===== src/rtl/fetch_pkg.sv =====
// Shared types and constants for the instruction fetch unit.
package fetch_pkg;

  localparam int unsigned PcWidth    = 64;
  localparam int unsigned InstrWidth = 32;

  localparam logic [PcWidth-1:0] PC_STEP  = 64'd4;
  localparam logic [PcWidth-1:0] RESET_PC = 64'h0;

  // RUN: nothing outstanding; WAIT: live request outstanding; DRAIN: stale request outstanding
  typedef enum logic [1:0] {
    RUN,
    WAIT,
    DRAIN
  } fetch_state_t;

  typedef struct packed {
    logic [PcWidth-1:0]    pc;
    logic [InstrWidth-1:0] instr;
  } fq_entry_t;

endpackage


===== src/rtl/instr_fetch_unit_if.sv =====
// Instruction memory request/response channel.
interface instr_fetch_unit_if #(
  parameter int unsigned PC_WIDTH    = 64,
  parameter int unsigned INSTR_WIDTH = 32
) ();

  logic                   imem_req_valid;
  logic                   imem_req_ready;
  logic [PC_WIDTH-1:0]    imem_req_addr;
  logic                   imem_rsp_valid;
  logic [INSTR_WIDTH-1:0] imem_rsp_data;

  // Fetch unit side
  modport master (
    output imem_req_valid,
    output imem_req_addr,
    input  imem_req_ready,
    input  imem_rsp_valid,
    input  imem_rsp_data
  );

  // Memory side
  modport slave (
    input  imem_req_valid,
    input  imem_req_addr,
    output imem_req_ready,
    output imem_rsp_valid,
    output imem_rsp_data
  );

endinterface


===== src/rtl/fetch_queue.sv =====
// Small synchronous FIFO of fetched {pc, instr} entries. Flush wins over push and pop.
module fetch_queue
  import fetch_pkg::*;
#(
  parameter int unsigned Depth = 2,
  localparam int unsigned PtrW = (Depth > 1) ? $clog2(Depth) : 1,
  localparam int unsigned CntW = $clog2(Depth) + 1
) (
  input  logic            clk_i,
  input  logic            rst_i,
  input  logic            push_i,
  input  fq_entry_t       push_data_i,
  input  logic            pop_i,
  input  logic            flush_i,
  output fq_entry_t       head_o,
  output logic [CntW-1:0] count_o
);

  logic [PtrW-1:0] wr_ptr_q, rd_ptr_q;
  logic [CntW-1:0] count_q;
  fq_entry_t       mem_q [Depth];
  logic            do_push, do_pop;

  assign do_pop  = pop_i & (count_q != '0);
  assign do_push = push_i & ((count_q != CntW'(Depth)) | do_pop);

  // Pointer and occupancy tracking; Depth is a power of two so pointers wrap naturally
  always_ff @(posedge clk_i or posedge rst_i) begin
    if (rst_i) begin
      wr_ptr_q <= '0;
      rd_ptr_q <= '0;
      count_q  <= '0;
    end else if (flush_i) begin
      wr_ptr_q <= '0;
      rd_ptr_q <= '0;
      count_q  <= '0;
    end else begin
      if (do_push) wr_ptr_q <= wr_ptr_q + PtrW'(1);
      if (do_pop)  rd_ptr_q <= rd_ptr_q + PtrW'(1);
      count_q <= count_q + CntW'(do_push) - CntW'(do_pop);
    end
  end

  // Entry storage; contents are don't-care while the slot is unoccupied
  always_ff @(posedge clk_i) begin
    if (do_push && !flush_i) mem_q[wr_ptr_q] <= push_data_i;
  end

  assign head_o  = mem_q[rd_ptr_q];
  assign count_o = count_q;

endmodule


===== src/rtl/instr_fetch_unit.sv =====
// Fetch stage: owns the PC, issues one-outstanding word fetches, buffers returned
// instructions for IF/ID. Optional FETCH_PERF_EN adds fetch/drop counters.
module instr_fetch_unit #(
  parameter int unsigned         PC_WIDTH    = fetch_pkg::PcWidth,
  parameter int unsigned         INSTR_WIDTH = fetch_pkg::InstrWidth,
  parameter logic [PC_WIDTH-1:0] RESET_PC    = fetch_pkg::RESET_PC,
  parameter int unsigned         FQ_DEPTH    = 2
) (
  input  logic                   clk,
  input  logic                   reset,
  instr_fetch_unit_if.master     imem,
  input  logic                   redirect,
  input  logic [PC_WIDTH-1:0]    redirect_pc,
  input  logic                   stall,
  output logic                   inst_valid,
  output logic [PC_WIDTH-1:0]    inst_pc,
  output logic [INSTR_WIDTH-1:0] inst
`ifdef FETCH_PERF_EN
  ,
  output logic [31:0]            perf_fetch_cnt,
  output logic [31:0]            perf_drop_cnt
`endif
);

  import fetch_pkg::*;

  localparam int unsigned     CntW     = $clog2(FQ_DEPTH) + 1;
  localparam logic [CntW-1:0] DepthCnt = CntW'(FQ_DEPTH);

  fetch_state_t        state_q, state_d;
  logic [PC_WIDTH-1:0] pc_q, pc_d, req_pc_q, req_pc_d;
  logic                req_valid_q, req_valid_d;
  logic [CntW-1:0]     count, count_d;
  fq_entry_t           head, push_entry;
  logic                accept, push, pop;
  logic                unused_rpc;

  assign unused_rpc = ^redirect_pc[1:0];

  assign accept     = req_valid_q & imem.imem_req_ready;
  assign inst_valid = (count != '0);
  // Only a live response is kept; redirect suppresses both push and pop
  assign push       = ~redirect & (state_q == WAIT) & imem.imem_rsp_valid;
  assign pop        = ~redirect & inst_valid & ~stall;
  assign push_entry = '{pc: req_pc_q, instr: imem.imem_rsp_data};

  assign imem.imem_req_valid = req_valid_q;
  assign imem.imem_req_addr  = pc_q;
  assign inst_pc             = inst_valid ? head.pc    : '0;
  assign inst                = inst_valid ? head.instr : '0;

  // Next-state: FSM, PC, and the registered request-valid derived from next occupancy
  always_comb begin
    state_d  = state_q;
    pc_d     = pc_q;
    req_pc_d = req_pc_q;
    unique case (state_q)
      RUN: begin
        if (accept) begin
          state_d  = redirect ? DRAIN : WAIT;
          req_pc_d = pc_q;
          pc_d     = pc_q + PC_WIDTH'(PC_STEP);
        end
      end
      WAIT: begin
        if (imem.imem_rsp_valid) state_d = RUN;
        else if (redirect)       state_d = DRAIN;
      end
      DRAIN: begin
        if (imem.imem_rsp_valid) state_d = RUN;
      end
      default: state_d = RUN;
    endcase
    if (redirect) pc_d = {redirect_pc[PC_WIDTH-1:2], 2'b00};
    count_d     = redirect ? '0 : count + CntW'(push) - CntW'(pop);
    // Slot is reserved at issue: only request when the queue will have room
    req_valid_d = (state_d == RUN) && (count_d < DepthCnt);
  end

  // FSM and PC registers
  always_ff @(posedge clk or posedge reset) begin
    if (reset) begin
      state_q     <= RUN;
      pc_q        <= RESET_PC;
      req_pc_q    <= '0;
      req_valid_q <= 1'b0;
    end else begin
      state_q     <= state_d;
      pc_q        <= pc_d;
      req_pc_q    <= req_pc_d;
      req_valid_q <= req_valid_d;
    end
  end

  fetch_queue #(
    .Depth (FQ_DEPTH)
  ) u_fetch_queue (
    .clk_i       (clk),
    .rst_i       (reset),
    .push_i      (push),
    .push_data_i (push_entry),
    .pop_i       (pop),
    .flush_i     (redirect),
    .head_o      (head),
    .count_o     (count)
  );

`ifdef FETCH_PERF_EN
  logic [31:0] fetch_cnt_q, drop_cnt_q;
  logic        drop_rsp;

  assign drop_rsp = imem.imem_rsp_valid &
                    ((state_q == DRAIN) | (redirect & (state_q == WAIT)));

  // Count kept fetches and everything thrown away (stale responses plus flushed entries)
  always_ff @(posedge clk or posedge reset) begin
    if (reset) begin
      fetch_cnt_q <= '0;
      drop_cnt_q  <= '0;
    end else begin
      if (push) fetch_cnt_q <= fetch_cnt_q + 32'd1;
      drop_cnt_q <= drop_cnt_q + (redirect ? 32'(count) : 32'd0) + 32'(drop_rsp);
    end
  end

  assign perf_fetch_cnt = fetch_cnt_q;
  assign perf_drop_cnt  = drop_cnt_q;
`endif

endmodule

===== src/flat_wrapper.sv =====
// flat-port wrapper written by rule: the top's interface ports become plain ports
module instr_fetch_unit_flat import fetch_pkg::*;
#(
  parameter int unsigned         PC_WIDTH    = fetch_pkg::PcWidth,
  parameter int unsigned         INSTR_WIDTH = fetch_pkg::InstrWidth,
  parameter logic [PC_WIDTH-1:0] RESET_PC    = fetch_pkg::RESET_PC,
  parameter int unsigned         FQ_DEPTH    = 2
)
  (clk, reset, redirect, redirect_pc, stall, inst_valid, inst_pc, inst, imem_imem_req_valid, imem_imem_req_addr, imem_imem_req_ready, imem_imem_rsp_valid, imem_imem_rsp_data);
  instr_fetch_unit_if #(.PC_WIDTH(PC_WIDTH), .INSTR_WIDTH(INSTR_WIDTH)) imem_i ();
  input  logic clk;
  input  logic reset;
  input  logic redirect;
  input  logic [PC_WIDTH-1:0] redirect_pc;
  input  logic stall;
  output logic inst_valid;
  output logic [PC_WIDTH-1:0] inst_pc;
  output logic [INSTR_WIDTH-1:0] inst;
  output wire logic [$bits(imem_i.imem_req_valid)-1:0] imem_imem_req_valid;
  output wire logic [$bits(imem_i.imem_req_addr)-1:0] imem_imem_req_addr;
  input wire logic [$bits(imem_i.imem_req_ready)-1:0] imem_imem_req_ready;
  input wire logic [$bits(imem_i.imem_rsp_valid)-1:0] imem_imem_rsp_valid;
  input wire logic [$bits(imem_i.imem_rsp_data)-1:0] imem_imem_rsp_data;
  assign imem_imem_req_valid = imem_i.imem_req_valid;
  assign imem_imem_req_addr = imem_i.imem_req_addr;
  assign imem_i.imem_req_ready = imem_imem_req_ready;
  assign imem_i.imem_rsp_valid = imem_imem_rsp_valid;
  assign imem_i.imem_rsp_data = imem_imem_rsp_data;
  instr_fetch_unit #(.PC_WIDTH(PC_WIDTH), .INSTR_WIDTH(INSTR_WIDTH), .RESET_PC(RESET_PC), .FQ_DEPTH(FQ_DEPTH)) u_core (.clk(clk), .reset(reset), .imem(imem_i), .redirect(redirect), .redirect_pc(redirect_pc), .stall(stall), .inst_valid(inst_valid), .inst_pc(inst_pc), .inst(inst));
endmodule

===== config.mk =====
export PLATFORM = sky130hd
export DESIGN_NAME = instr_fetch_unit_flat
export DESIGN_NICKNAME = d
export VERILOG_FILES = /design/src/rtl/fetch_pkg.sv /design/src/rtl/instr_fetch_unit_if.sv /design/src/rtl/fetch_queue.sv /design/src/rtl/instr_fetch_unit.sv /design/src/flat_wrapper.sv
export SDC_FILE = /design/constraint.sdc
export NUM_CORES = 1
export LEC_CHECK = 0
export CORE_ASPECT_RATIO = 0.9
export CORE_MARGIN = 2
export CORE_UTILIZATION = 40
export DETAILED_ROUTE_END_ITERATION = 8
export PLACE_DENSITY = 0.74
export SLEW_MARGIN = 20
export SYNTH_ARGS = -nofsm -noshare
export SYNTH_HDL_FRONTEND = slang
export SYNTH_SLANG_ARGS = --single-unit

===== constraint.sdc =====
create_clock -name clk -period 10.56 [get_ports clk]
set_input_delay 2.112 -clock clk [delete_from_list [all_inputs] [get_ports clk]]
set_output_delay 2.112 -clock clk [all_outputs]
set_load 0.01 [all_outputs]

==> reports/metrics.csv <==
metric,value,unit
ys_seq_area_share,66.4,%
ctsResizeCount,0,
leakage,6.38,nW
grt_overflow_total,0,
grt_usage,19.8,%
rows,63,
setup_ws,5110,ps
htreeDepth,2,
hpwl,22.0,mm
max_freq,184,MHz
yosysWarnings,0,
synth_edf_count,188,
cts.sinks,319,
routed_wl,34.7,mm
syn_inst,1122,
drc,0,
gp_congestion,0.860,
root_buffer,clkbuf_16,
path_delay_family,buffers and inverters,
ff2ff_setup_slack,7220,ps
relSlewSlack,26.6,%
drive_above_1_share,5.90,%
syn_area,0.0134,sq mm
crit_slowest_cell,buf_4,
tightest_slew,1100,ps
nets,1471,
cts_tree,yes,
wl_per_cell,19.1,microns
postCtsSetupBuffers,0,
drtIter0Drc,603,
finalSetupViolCount,0,
hold_path.class,flop to flop,
fp.dieArea,0.0351,sq mm
die_x,197,microns
critPathKind,flop to primary output,
grt_pass1_wl,53.6,mm
dr.pass1.iters,5,
slowest_delay,960,ps
fp.dieH,178,microns
startpoint_type,flop,
multi_input_area,0.00421,sq mm
synthFlopType,edfxtp_1,
fin_area,0.0176,sq mm
path_clk_slew,60,ps
peakVddDrop,0.000115,V
ys_types,52,
place_area,0.0164,sq mm
worstPathCellList,buf_4 > mux2i_1 > nor2_1 > clkdlybuf4s50_1,
area_delta_synth_final,30.8,%
cp_num_buf_inv,2,
coreArea,0.0330,sq mm
fin_crit_sh,51.6,%
antenna_found_initial,3,
powerDensity,197,mW/mm^2
maxSlewViolCount,0,
place_ws,5100,ps
ant_nets,0,
rsz0062_at_grt,false,
end_kind,primary output,
portBuffers,257,
cp_data_arrival_time,3340,ps
seq_area,0.00893,sq mm
fin_crit,5450,ps
grt_max_degree,98,
clk_latency,510,ps
cts_buffers,35,
avgSynthCellArea,12.0,sq um
fillCellCount,2803,
io-pin-count,264,
fin_skew,19.8,ps
clk_path_buf_depth,3,
vias,9596,
hold_buffers,0,
setup_tns,0,ps
synth-seq-cells,319,
required,8450,ps
outcome,finished clean,
power,3.47,mW
drv_cap,0,
start_util,40.7,%
hold_viol_final,0,
synth_async_sr_flop_share,41.1,%
grt_pass1_vias,9648,
routed_via_density,5.29,
critPathMaxFanout,60,
==> cell type report <==
| class | instances | share of cell area (%) |
|---|---|---|
| diodes | 2 | 0.0285 |
| flip-flops and latches | 319 | 50.8 |
| clock inverters | 13 | 0.947 |
| multi-input cells | 720 | 24.0 |
| inverters | 19 | 0.434 |
| well taps | 422 | 3.00 |
| repair buffers | 270 | 15.2 |
| clock buffers | 48 | 5.62 |
==> cell usage after synthesis, types with 10 or more instances <==
cell type | n | area [sq um]
clkbuf_1 | 45 | 169
nand3_1 | 26 | 130
edfxtp_1 | 188 | 5650
xnor2_1 | 25 | 219
xor2_1 | 16 | 140
inv_1 | 18 | 67.6
o21ai_0 | 43 | 215
nor2_1 | 126 | 473
or4_1 | 19 | 143
buf_1 | 13 | 48.8
mux2i_1 | 96 | 961
o31ai_1 | 12 | 90.1
a31oi_1 | 16 | 100
nand2_1 | 223 | 837
nand4_1 | 24 | 150
dfrtp_1 | 131 | 3280
and4_1 | 10 | 87.6
nor3_1 | 15 | 75.1
==> flip-flops by register name, summed over array words and instances (netlist names) <==
name                           count
u_core.imem.imem_req_addr         62
u_core.state_q                     2
u_core.imem.imem_req_valid         1
u_core.u_fetch_queue.count_o       2
u_core.u_fetch_queue.mem_q       188
u_core.u_fetch_queue.rd_ptr_q      1
u_core.req_pc_q                   62
u_core.u_fetch_queue.wr_ptr_q      1
==> worst paths after layout <==
check | from | endpoint | cells after the start
min in group asynchronous | reset | u_core.imem.imem_req_addr[30]$_DFFE_PP0P_ | 2
hold / removal | u_core.req_pc_q[4]$_DFFE_PP0P_ | u_core.u_fetch_queue.mem_q[0][36]$_DFFE_PP_ | 0
max in group asynchronous | reset | u_core.imem.imem_req_addr[59]$_DFFE_PP0P_ | 3
setup / recovery | u_core.u_fetch_queue.rd_ptr_q$_DFFE_PP0P_ | inst_pc[51] | 4
setup reg to reg | u_core.state_q[1]$_DFF_PP0_ | u_core.imem.imem_req_addr[49]$_DFFE_PP0P_ | 6
hold reg to reg | u_core.req_pc_q[4]$_DFFE_PP0P_ | u_core.u_fetch_queue.mem_q[0][36]$_DFFE_PP_ | 0
==> stage by stage <==
stage,instances,util (%),hold WS (ps)
after floorplan,1125,-,442
after global placement,1750,49.7,447
after detailed placement,1750,49.7,454
after CTS,1811,53.2,467
after global routing,1812,53.2,483
final,1813,53.2,467
==> per-layer routing <==
layer	global-route usage, %	share of wire (%)
met5	0	0.037
met1	26.5	43
met2	31.8	46
met4	5.89	2.3
met3	5.04	8.2
==> logic make-up after synthesis <==
logic type               count (synthesis)  synth area share [%]
AND/OR/NAND/NOR                        477                  16.2
AO/OA/AOI/OAI                           95                  4.27
XOR/XNOR                                41                  2.67
buffers and inverters                   86                  2.63
multiplexers                            99                  7.40
flip-flops                             319                  66.4
adder cells (fa/ha/maj)                  4                 0.373
other                                    1                0.0279
==> power breakdown <==
group          switching, mW  total [mW]  internal (mW)
combinational          0.310       0.558          0.248
clock                  0.473        1.22          0.751
sequential             0.138        1.69           1.55
==> layout by cell type, fill, tap and decap left out, types with 5 or more instances in the layout <==
cell	instances
a31oi_1	16
buf_4	14
clkinv_1	5
nor2_1	123
clkbuf_1	9
o21ai_1	5
nand3_1	26
dfrtp_1	130
nor3_1	15
nand2_1	223
o31ai_1	12
clkdlybuf4s50_1	256
and4_1	10
o211ai_1	5
mux2i_1	96
or4_1	19
edfxtp_1	188
nand4_1	24
o21ai_0	43
and3_1	5
clkbuf_16	37
inv_1	17
xnor2_1	25
xor2_1	16
No activity file was read; power rests on OpenSTA's default activity.
